$ cat src/rtl/descr_pkg.sv
// Shared constants, state encoding and single-step LFSR helper for the PRBS7 nibble descrambler.
package descr_pkg;

  localparam int LFSR_W = 7;
  localparam int TAP_HI = 6;
  localparam int TAP_LO = 5;

  typedef enum logic [0:0] {
    ST_UNSEEDED = 1'b0,
    ST_RUN      = 1'b1
  } state_t;

  // Shift left, feeding back the XOR of the two top taps into bit 0.
  function automatic logic [LFSR_W-1:0] lfsr_step(input logic [LFSR_W-1:0] s);
    return {s[LFSR_W-2:0], s[TAP_HI] ^ s[TAP_LO]};
  endfunction

endpackage

$ cat src/rtl/keystream4.sv
// Combinational four-step PRBS7 unroll: k[i] is the output bit after i steps, s_next the state after four.
module keystream4
  import descr_pkg::*;
(
  input  logic [LFSR_W-1:0] s,
  output logic [3:0]        k,
  output logic [LFSR_W-1:0] s_next
);

  logic [LFSR_W-1:0] w_st;

  always_comb begin
    w_st = s;
    k    = '0;
    for (int i = 0; i < 4; i++) begin
      k[i] = w_st[TAP_HI];
      w_st = lfsr_step(w_st);
    end
    s_next = w_st;
  end

endmodule

$ cat src/rtl/nibble_descrambler.sv
// Additive PRBS7 descrambler, one registered output stage: accept at edge N, data valid after edge N.
// in_ready drops while unseeded, during seed_load, or when the held output is not being drained.
module nibble_descrambler
  import descr_pkg::*;
#(
  parameter int CNT_W = 16
) (
  input  logic                 clk,
  input  logic                 rst,
  input  logic                 seed_load,
  input  logic [LFSR_W-1:0]    seed,
  input  logic                 in_valid,
  output logic                 in_ready,
  input  logic [3:0]           in_data,
  output logic                 out_valid,
  input  logic                 out_ready,
  output logic [3:0]           out_data,
  output logic                 seed_err,
  output logic [CNT_W-1:0]     nib_count
);

  state_t              r_state;
  logic [LFSR_W-1:0]   r_lfsr;
  logic                r_out_vld;
  logic [3:0]          r_out_dat;
  logic                r_seed_err;
  logic [CNT_W-1:0]    r_nib_cnt;

  logic [3:0]          w_key;
  logic [LFSR_W-1:0]   w_lfsr_nxt;
  logic                w_in_rdy;
  logic                w_accept;
  logic                w_seed_ok;

  keystream4 u_keystream4 (
    .s      (r_lfsr),
    .k      (w_key),
    .s_next (w_lfsr_nxt)
  );

  assign w_in_rdy  = (r_state == ST_RUN) && !seed_load && (!r_out_vld || out_ready);
  assign w_accept  = in_valid && w_in_rdy;
  assign w_seed_ok = (seed != '0);

  // A zero seed would lock the LFSR at zero, so it is flagged and otherwise ignored.
  always_ff @(posedge clk or posedge rst) begin
    if (rst) begin
      r_state    <= ST_UNSEEDED;
      r_lfsr     <= '0;
      r_seed_err <= 1'b0;
      r_nib_cnt  <= '0;
    end else if (seed_load) begin
      if (w_seed_ok) begin
        r_state    <= ST_RUN;
        r_lfsr     <= seed;
        r_seed_err <= 1'b0;
        r_nib_cnt  <= '0;
      end else begin
        r_seed_err <= 1'b1;
      end
    end else if (w_accept) begin
      r_lfsr    <= w_lfsr_nxt;
      r_nib_cnt <= r_nib_cnt + {{(CNT_W-1){1'b0}}, 1'b1};
    end
  end

  always_ff @(posedge clk or posedge rst) begin
    if (rst) begin
      r_out_vld <= 1'b0;
      r_out_dat <= 4'h0;
    end else if (w_accept) begin
      r_out_vld <= 1'b1;
      r_out_dat <= in_data ^ w_key;
    end else if (out_ready) begin
      r_out_vld <= 1'b0;
    end
  end

  assign in_ready  = w_in_rdy;
  assign out_valid = r_out_vld;
  assign out_data  = r_out_dat;
  assign seed_err  = r_seed_err;
  assign nib_count = r_nib_cnt;

endmodule
$ cat config.mk
export PLATFORM = sky130hd
export DESIGN_NAME = nibble_descrambler
export DESIGN_NICKNAME = d
export VERILOG_FILES = /design/src/rtl/descr_pkg.sv /design/src/rtl/keystream4.sv /design/src/rtl/nibble_descrambler.sv
export SDC_FILE = /design/constraint.sdc
export NUM_CORES = 1
export LEC_CHECK = 0
export BUFFER_PORTS_ARGS = -buffer_cell sky130_fd_sc_hd__buf_2
export CAP_MARGIN = 20
export CORE_ASPECT_RATIO = 1.5
export CORE_MARGIN = 4
export CORE_UTILIZATION = 47
export CTS_CLUSTER_SIZE = 40
export DETAILED_ROUTE_END_ITERATION = 16
export GPL_ROUTABILITY_DRIVEN = 0
export GPL_TIMING_DRIVEN = 0
export PLACE_DENSITY = 0.75
export SLEW_MARGIN = 30
export SYNTH_ARGS = -nofsm -noshare
export SYNTH_HDL_FRONTEND = slang
export SYNTH_SLANG_ARGS = --single-unit
export TNS_END_PERCENT = 20
$ cat constraint.sdc
create_clock -name clk -period 2 [get_ports clk]
set_clock_uncertainty 0.1 [all_clocks]
set_input_delay 0.1 -clock clk [delete_from_list [all_inputs] [get_ports clk]]
set_output_delay 0.1 -clock clk [all_outputs]
set_load 0.02 [all_outputs]
# Word-level counts from Yosys, hierarchy flattened

Cells that the tools add are included.

Bits in registers: 30
Bits of input ports: 16
Word-level logic and storage cells: 33

Add/subtract/negate cells: 1
Equality and inequality tests: 1
Muxes and demuxes: 9
Bitwise gates (word level): 5
Reductions and logical operators: 11

Operators by type and width:

| kind                    | number |
|---|---|
| $mux W16                | 3 |
| $mux W7                 | 3 |
| $add A16 B1 Y16 const B | 1 |
| $reduce_bool A7 Y1      | 1 |
| $reduce_and A2 Y1       | 2 |
| $reduce_bool A2 Y1      | 2 |
| $xor A1 B1 Y1           | 4 |
| $xor A4 B4 Y4           | 1 |
| $logic_and A1 B1 Y1     | 3 |
| $mux W1                 | 3 |
| $logic_not A1 Y1        | 2 |
| $ne A2 B1 Y1 const B    | 1 |
| $logic_or A1 B1 Y1      | 1 |

# Logic depth before layout (Yosys ltp)

Gate-level depths: netlist of run 1.

Word-level depth: 6
Mapped depth: 6
Mapped depth without buffers: 5

# By module

A second synthesis of run 1 with hierarchy kept.

Cells, all modules: 157
Area total of the unflattened synthesis: 1,610.3 µm²

Modules (own cells, without submodules):

| module             | instances | cells each | area an instance (µm²) | seq. area each (µm²) |
|---|---|---|---|---|
| nibble_descrambler | 1         | 146        | 1,522.7                | 750.7 |
| keystream4         | 1         | 11         | 87.6                   | 0.0 |

# Worst setup path after synthesis of run 1

No wires, ideal clock.

Kind: register to register
Start: register r_nib_cnt[0], in the netlist nib_count[0]
End: register r_nib_cnt[12], in the netlist nib_count[12]
Arrival: 1,856 ps
Data required time: 1,822 ps
Path slack: -34 ps
Stages on the path, launching flop included: 7
Buffers on the path: 1
Period minus slack after synthesis: 2,034 ps
Cell sequence: dfrtp_1 -> ha_1 -> nand3_1 -> or3_1 -> buf_2 -> or4_1 -> a21oi_1

Word-level cells in the longest chain between the ends: 3

RTL lines:

| what                   | RTL line                 | RTL |
|---|---|---|
| from (decl)            | nibble_descrambler.sv:27 | `logic [CNT_W-1:0] r_nib_cnt;` |
| from (signal assigned) | nibble_descrambler.sv:63 | `r_nib_cnt <= r_nib_cnt + {{(CNT_W-1){1'b0}}, 1'b1};` |
| $add A16 B1 Y16        | nibble_descrambler.sv:63 |  |
| $mux W16               | nibble_descrambler.sv:61 | `end else if (w_accept) begin` |
| $mux W16               | nibble_descrambler.sv:52 | `end else if (seed_load) begin` |

No other way between the ends. The select of a mux whose other input is x is not followed.
A chain may end at the register's enable or synchronous reset.

# Worst setup path in the final report of run 1

Start: register r_nib_cnt[0], in the netlist nib_count[0]
End: register r_nib_cnt[11], in the netlist nib_count[11]

The elaborated chain is that of the path after synthesis.

==> summary.md, run 1 <==
| Metric | Value |
|---|---|
| Post-synth top cells | `dfrtp_1, o21ai_0, nand2_1` |
| RR Startpoint | `nib_count[0]$_DFFE_PP0P_` |
| Synthesized area | `1544 um^2` |
| Syn Area/Cell | `10.29 um^2` |
| Nets | `215` |
| Area Overhead vs Synth | `25.28%` |
| TritonCTS clock tree | `yes` |
| Area of the multi-input gates | `769.5 um^2` |
| Hold Fails Final Rpt | `0` |
| Worst-skew pair later-pin latency | `0.28 ns` |
| Startpoint Class | `flop` |
| Iter 0 DRT Violations | `35` |
| Via-to-Cell Ratio | `5.586` |
| Row count | `25` |
| Fillers | `273` |
| Number of diodes | `0` |
| Post-synth top flop | `dfrtp_1` |
| Synth cell types | `32` |
| Synth Area in Simple Gates | `21.07%` |
| Tot Pwr | `0.001541 W` |
| Worst path arrival time | `2.09 ns` |
| Port Buf Inserts | `37` |
| XOR/XNOR Fraction of Synth Area | `7.942%` |
| Fin. max-slew vios | `0` |
| Post-synth top area cell | `dfrtp_1` |
| Clock sink count | `30` |
| DRT Pass-1 Iters | `4` |
| Synth top area cells | `dfrtp_1, xnor2_1, o21ai_0, nand2_1, mux2_1` |
| Pin count of the biggest net entering global routing | `31` |
| Post-Synth Adder-Cell Area | `0.8104%` |
| Post-synth EDFFs | `0` |
| Hpwl dp | `2506 um` |
| Tcrit/Tclk final | `98.92%` |
| Cells after Synth | `150` |
| Synth Net Count | `167` |
| Complex-gate fraction of the synthesized area | `12.97%` |
| Highest clock rate | `0.5054 GHz` |
| DRC errors left | `0` |
| Ys async rst share | `100.0%` |
| Status | `completed` |
| Clock-pin slew on the worst setup and hold paths | `0.06 ns` |
| Vias in the first global route | `1264` |
| # IOs | `39` |
| Worst hold path type | `in2reg` |
| Critical path class | `reg2reg` |
| Rel. slew slack | `46.88%` |
| Maxcap violations | `0` |
| Slowest-stage cell, CP | `or4_1` |
| Die footprint | `4285 um^2` |
| R2R Setup Slk | `0.02 ns` |
| CP startpoint | `nib_count[0]$_DFFE_PP0P_` |
| Largest family of logic cells by synthesized area | `simple AND/OR/NAND/NOR gates` |
| Reg-to-Reg End | `nib_count[11]$_DFFE_PP0P_` |
| Worst Setup EP | `nib_count[11]$_DFFE_PP0P_` |
| Total Routing Usage GR | `17.99%` |
| Routed Wire Length | `3507 um` |
| Tmin final | `1.978 ns` |
| Mux contribution to synthesized area | `5.511%` |
| Die height | `78.20 um` |
| TNS Setup | `0 ns` |
| Post-route ant nets | `0` |
| Pwr Density | `796.7 nW/um^2` |
| Vias | `1335` |
| Final setup violating endpoints | `0` |
| Seq/Total Area, Yosys | `48.62%` |
| Hold Slack | `0.02130 ns` |
| Critical Path RT | `2.11 ns` |
| Core footprint | `3159 um^2` |
| First-pass GRT wire length | `5685 um` |
| Critical Path End Type | `flop` |
| Dpl cells | `227` |
| Flops & latches, synth | `30` |
| Ys Warns | `0` |
| CTS Root Buffer Type | `clkbuf_8` |
| Post-synth top area share | `48.62%` |
| Worst-Margin Slew | `0.7882 ns` |
| DIE WIDTH | `54.80 um` |
| CTS buffer count | `5` |
| Drt wl/cell | `14.67 um` |
| Crit path max fanout | `8` |
| Count leader, synth | `dfrtp_1` |
| Starting Density | `48.87%` |
| Peak supply drop | `0.5985 mV` |
| Worst path max stage delay | `0.49 ns` |
| P_leak | `0.8803 nW` |
| Antenna violations before repair | `0` |
| Register Area | `753.2 um^2` |
| Non-Filler Instances | `239` |
| H-tree levels | `2` |
| Share of post-route cells with drive strength above 1 | `31.16%` |
| Longest Clk Path Bufs | `2` |
| Worst Reg-to-Reg Cells | `6` |
| CP cell instances | `buf_4, nand4_1, or3_1, clkbuf_4, or4_1, a21oi_1` |
| Global route total overflow | `0` |
## power breakdown
group | internal [W] | switching [W]
clock network | 0.000277 | 0.000227
logic | 0.000138 | 0.000164
registers | 0.000675 | 0.0000598
total | 0.00109 | 0.000451
## layout make-up
type / instances / area share, %
timing repair buffer: 42 / 11.64
multi-input combinational: 110 / 39.78
inverter: 3 / 0.5821
sequential: 30 / 38.94
buffer: 6 / 1.746
tap: 40 / 2.587
clock inverter: 1 / 0.2587
clock buffer: 7 / 4.463
## worst min path at each step
stage / from / to / slack [ns] / depth (start not counted)
after floorplan: rst / nib_count[10]$_DFFE_PP0P_ / 0.09 / 1
after global placement: in_data[2] / out_data[2]$_DFFE_PP0P_ / 0.31 / 3
after detailed placement: rst / nib_count[15]$_DFFE_PP0P_ / 0.11 / 2
after CTS: in_data[1] / out_data[1]$_DFFE_PP0P_ / 0.02 / 3
after global routing: in_data[3] / out_data[3]$_DFFE_PP0P_ / 0.04 / 3
final: in_data[0] / out_data[0]$_DFFE_PP0P_ / 0.02 / 3
## cell families (layout without fill, tap and decap cells)
logic type,count (synthesis),after routing
adder cells (fa/ha/maj),1,1
buffers and inverters,10,59
flip-flops,30,30
AND/OR/NAND/NOR,58,58
AO/OA/AOI/OAI,29,29
multiplexers,8,8
XOR/XNOR,14,14
## registers in the layout (all words and copies together) (netlist names)
| signal | cells |
|---|---|
| seed_err | 1 |
| out_valid | 1 |
| r_lfsr | 7 |
| out_data | 4 |
| r_state | 1 |
| nib_count | 16 |
## cells in the final DEF (no fill, tap or decap), types with 3 or more instances in the layout
cell / netlist / routed
buf_2: 2 / 37
dfrtp_1: 30 / 28
o21ai_0: 14 / 14
nand2_1: 13 / 13
xnor2_1: 12 / 12
nor2_1: 10 / 10
nand3_1: 8 / 7
clkbuf_8: 0 / 6
clkbuf_1: 4 / 5
or3_1: 5 / 4
a21oi_1: 5 / 4
nand4_1: 4 / 4
mux2i_1: 4 / 4
mux2_1: 4 / 4
buf_4: 0 / 4
and3_1: 3 / 3
or4_1: 3 / 3
nand2b_1: 3 / 3
nor4_1: 3 / 3
## per-stage QoR
step	instance area, um^2	util [%]	setup slack (ns)
final	1934	61.23	0.02152
after floorplan	1546	-	0.04437
after global routing	1934	61.23	-0.02179
after detailed placement	1782	56.40	-0.04583
after global placement	1782	56.40	0.01590
after CTS	1883	59.60	0.01974
## routing by layer
metal	GRT usage (%)	vias to the layer above	wire [um]	part of all wire, %
li1	-	636	-	-
met1	20.92	639	1340	38
met2	29.27	55	1856	53
met3	5.882	5	261	7.4
met4	7.232	0	48	1.4
met5	0	-	0	0
## repair_timing
| action | in CTS | in global routing |
|---|---|---|
| setup buffers | 0 | 4 |
| hold buffers | 1 | 0 |
| gates resized for setup | 0 | 7 |
| endpoints found under the hold margin | 30 | 0 |
| endpoints found under the setup margin | 0 | 3 |
## critical path: cells and delay by family, from the launching register on
family / cells / cell delay, ns
AND/OR/NAND/NOR: 3 / 0.97
flip-flops: 1 / 0.38
buffers and inverters: 2 / 0.30
AO/OA/AOI/OAI: 1 / 0.16
No activity file was read; power rests on OpenSTA's default activity.
==> run 2: changes to the inputs <==
- RECOVER_POWER: default -> 50
- TNS_END_PERCENT: 20 -> 30
==> run 2 against run 1 <==
Against the previous run: final area decreased by 0.78%; sequential share of layout area increased by 0.30 points; largest power group unchanged; combinational power decreased by 2%.
==> summary.md, run 2 (synthesis gave the netlist of run 1 again) <==
| Metric | Value |
|---|---|
| Critical Path End Type | `flop` |
| Final Util | `60.75% (-0.48 points)` |
| Worst path arrival time | `2.09 ns (about the same)` |
| # IOs | `39 (unchanged)` |
| Routed Wire Length | `3515 um (+0.23%)` |
| Commonest non-fill, non-tap cells in the layout | `dfrtp_1, buf_2, clkbuf_1` |
| Hold Fails Final Rpt | `0 (unchanged)` |
| Worst hold path type | `in2reg` |
| Rel. slew slack | `26.91% (-20 points)` |
| Worst-Margin Slew | `1.095 ns (+0.3069 ns)` |
| H-tree levels | `2 (unchanged)` |
| Die footprint | `4285 um^2 (unchanged)` |
| Tmin final | `1.976 ns (-0.002318 ns)` |
| Hpwl dp | `2506 um (unchanged)` |
| CTS Root Buffer Type | `clkbuf_8` |
| Clock sink count | `30 (unchanged)` |
| Drt wl/cell | `14.71 um (+0.23%)` |
| Maxcap violations | `0 (unchanged)` |
| Post-DP Area | `1782 um^2 (unchanged)` |
| Commonest non-fill, non-tap cell in the layout | `dfrtp_1` |
| Number of diodes | `0 (unchanged)` |
| TNS Setup | `0 ns (unchanged)` |
| TritonCTS clock tree | `yes` |
| Antenna violations before repair | `0 (unchanged)` |
| Nets | `215 (unchanged)` |
| Final instance area | `1919 um^2 (-0.78%)` |
| P_leak | `0.8352 nW (-5.1%)` |
| Grt met1 use | `20.92% (unchanged)` |
| Max reg flops | `16 (unchanged)` |
| Core footprint | `3159 um^2 (unchanged)` |
| Highest clock rate | `0.5060 GHz (+0.12%)` |
| DIE WIDTH | `54.80 um (unchanged)` |
| Clock-pin slew on the worst setup and hold paths | `0.06 ns (about the same)` |
| GRT met3 Usage | `5.882% (unchanged)` |
| Vias | `1320 (-1.1%)` |
| Tcrit/Tclk final | `98.81% (-0.12 points)` |
| Global route total overflow | `0 (unchanged)` |
| Peak supply drop | `0.5987 mV (about the same)` |
| DRC errors left | `0 (unchanged)` |
| Critical path class | `reg2reg` |
| Longest Clk Path Bufs | `2 (unchanged)` |
| Fin. max-slew vios | `0 (unchanged)` |
| Status | `completed` |
| Port Buf Inserts | `37 (unchanged)` |
| Row count | `25 (unchanged)` |
| Iter 0 DRT Violations | `34 (-2.9%)` |
| Area Overhead vs Synth | `24.31%` |
| Vias in the first global route | `1264 (unchanged)` |
| First-pass GRT wire length | `5685 um (unchanged)` |
| Total Routing Usage GR | `17.99% (unchanged)` |
| Final setup violating endpoints | `0 (unchanged)` |
| Die height | `78.20 um (unchanged)` |
| Pwr Density | `800.8 nW/um^2 (+0.52%)` |
| Share of post-route cells with drive strength above 1 | `24.62% (-6.5 points)` |
| Crit path max fanout | `8 (unchanged)` |
| Tot Pwr | `0.001537 W (-0.26%)` |
| Critical Path RT | `2.11 ns (about the same)` |
| Post-route ant nets | `0 (unchanged)` |
| Worst-skew pair later-pin latency | `0.28 ns (about the same)` |
| Starting Density | `48.87% (unchanged)` |
| M2 GR Usage | `29.27% (unchanged)` |
| Via-to-Cell Ratio | `5.523 (-1.1%)` |
| DRT Pass-1 Iters | `4 (unchanged)` |
| Startpoint Class | `flop` |
| CTS buffer count | `5 (unchanged)` |
| Busiest layer in global routing | `met2` |
| Pin count of the biggest net entering global routing | `31 (unchanged)` |
[run 2: layout make-up]
type                       instances  area [um^2]
fill                             282         1240
multi-input combinational        110        769.5
sequential                        30        753.2
timing repair buffer              42        210.2
clock buffer                       7        86.33
tap                               40        50.05
buffer                             6        33.78
inverter                           3        11.26
clock inverter                     1        5.005
[run 2: path summary, 6_finish.rpt]
check,startpoint,end,slack (ns),cells past startpoint
worst max-delay path,nib_count[0]$_DFFE_PP0P_,nib_count[11]$_DFFE_PP0P_,0.02,6
worst min-delay path,in_data[0],out_data[0]$_DFFE_PP0P_,0.02,3
worst max register to register,nib_count[0]$_DFFE_PP0P_,nib_count[11]$_DFFE_PP0P_,0.02,6
worst min register to register,out_data[1]$_DFFE_PP0P_,out_data[1]$_DFFE_PP0P_,0.39,2
max in group asynchronous,rst,nib_count[0]$_DFFE_PP0P_,0.53,3
min in group asynchronous,rst,nib_count[15]$_DFFE_PP0P_,0.53,3
[run 2: critical path, stage by stage (launching register included)]
cell      delay [ns]
dfrtp_2         0.38
buf_4           0.12
nand4_1         0.14
or3_1           0.34
clkbuf_4        0.18
or4_1           0.49
a21oi_1         0.15
[run 2: stage by stage]
| step | worst slack, ns | instances | hold slack (ns) |
|---|---|---|---|
| 6_report | 0.02383 | 239 | 0.02160 |
| 5_1_grt | -0.02179 | 239 | 0.04283 |
| 3_3_place_gp | 0.01590 | 227 | 0.3060 |
| 3_5_place_dp | -0.04583 | 227 | 0.1115 |
| 4_1_cts | 0.01974 | 236 | 0.01644 |
| 2_1_floorplan | 0.04437 | 150 | 0.09067 |
[run 2: routing by layer]
layer  vias up  part of all wire [%]
met3         5                   7.0
met2        50                    53
li1        638                     -
met1       627                    39
met4         0                   1.4
met5         -                     0
[run 2: report_power, final]
group          leakage [nW]  switching, W  internal (W)
Sequential            0.387     0.0000600      0.000675
Clock                0.0482      0.000230      0.000277
Combinational         0.400      0.000164      0.000130
[run 2: what timing repair did]
action / in CTS / in global routing
hold buffers: 1 / 0
buffers inserted: 0 / 4
resized for setup: 0 / 7
hold endpoints to repair: 30 / 0
setup endpoints to repair: 0 / 3
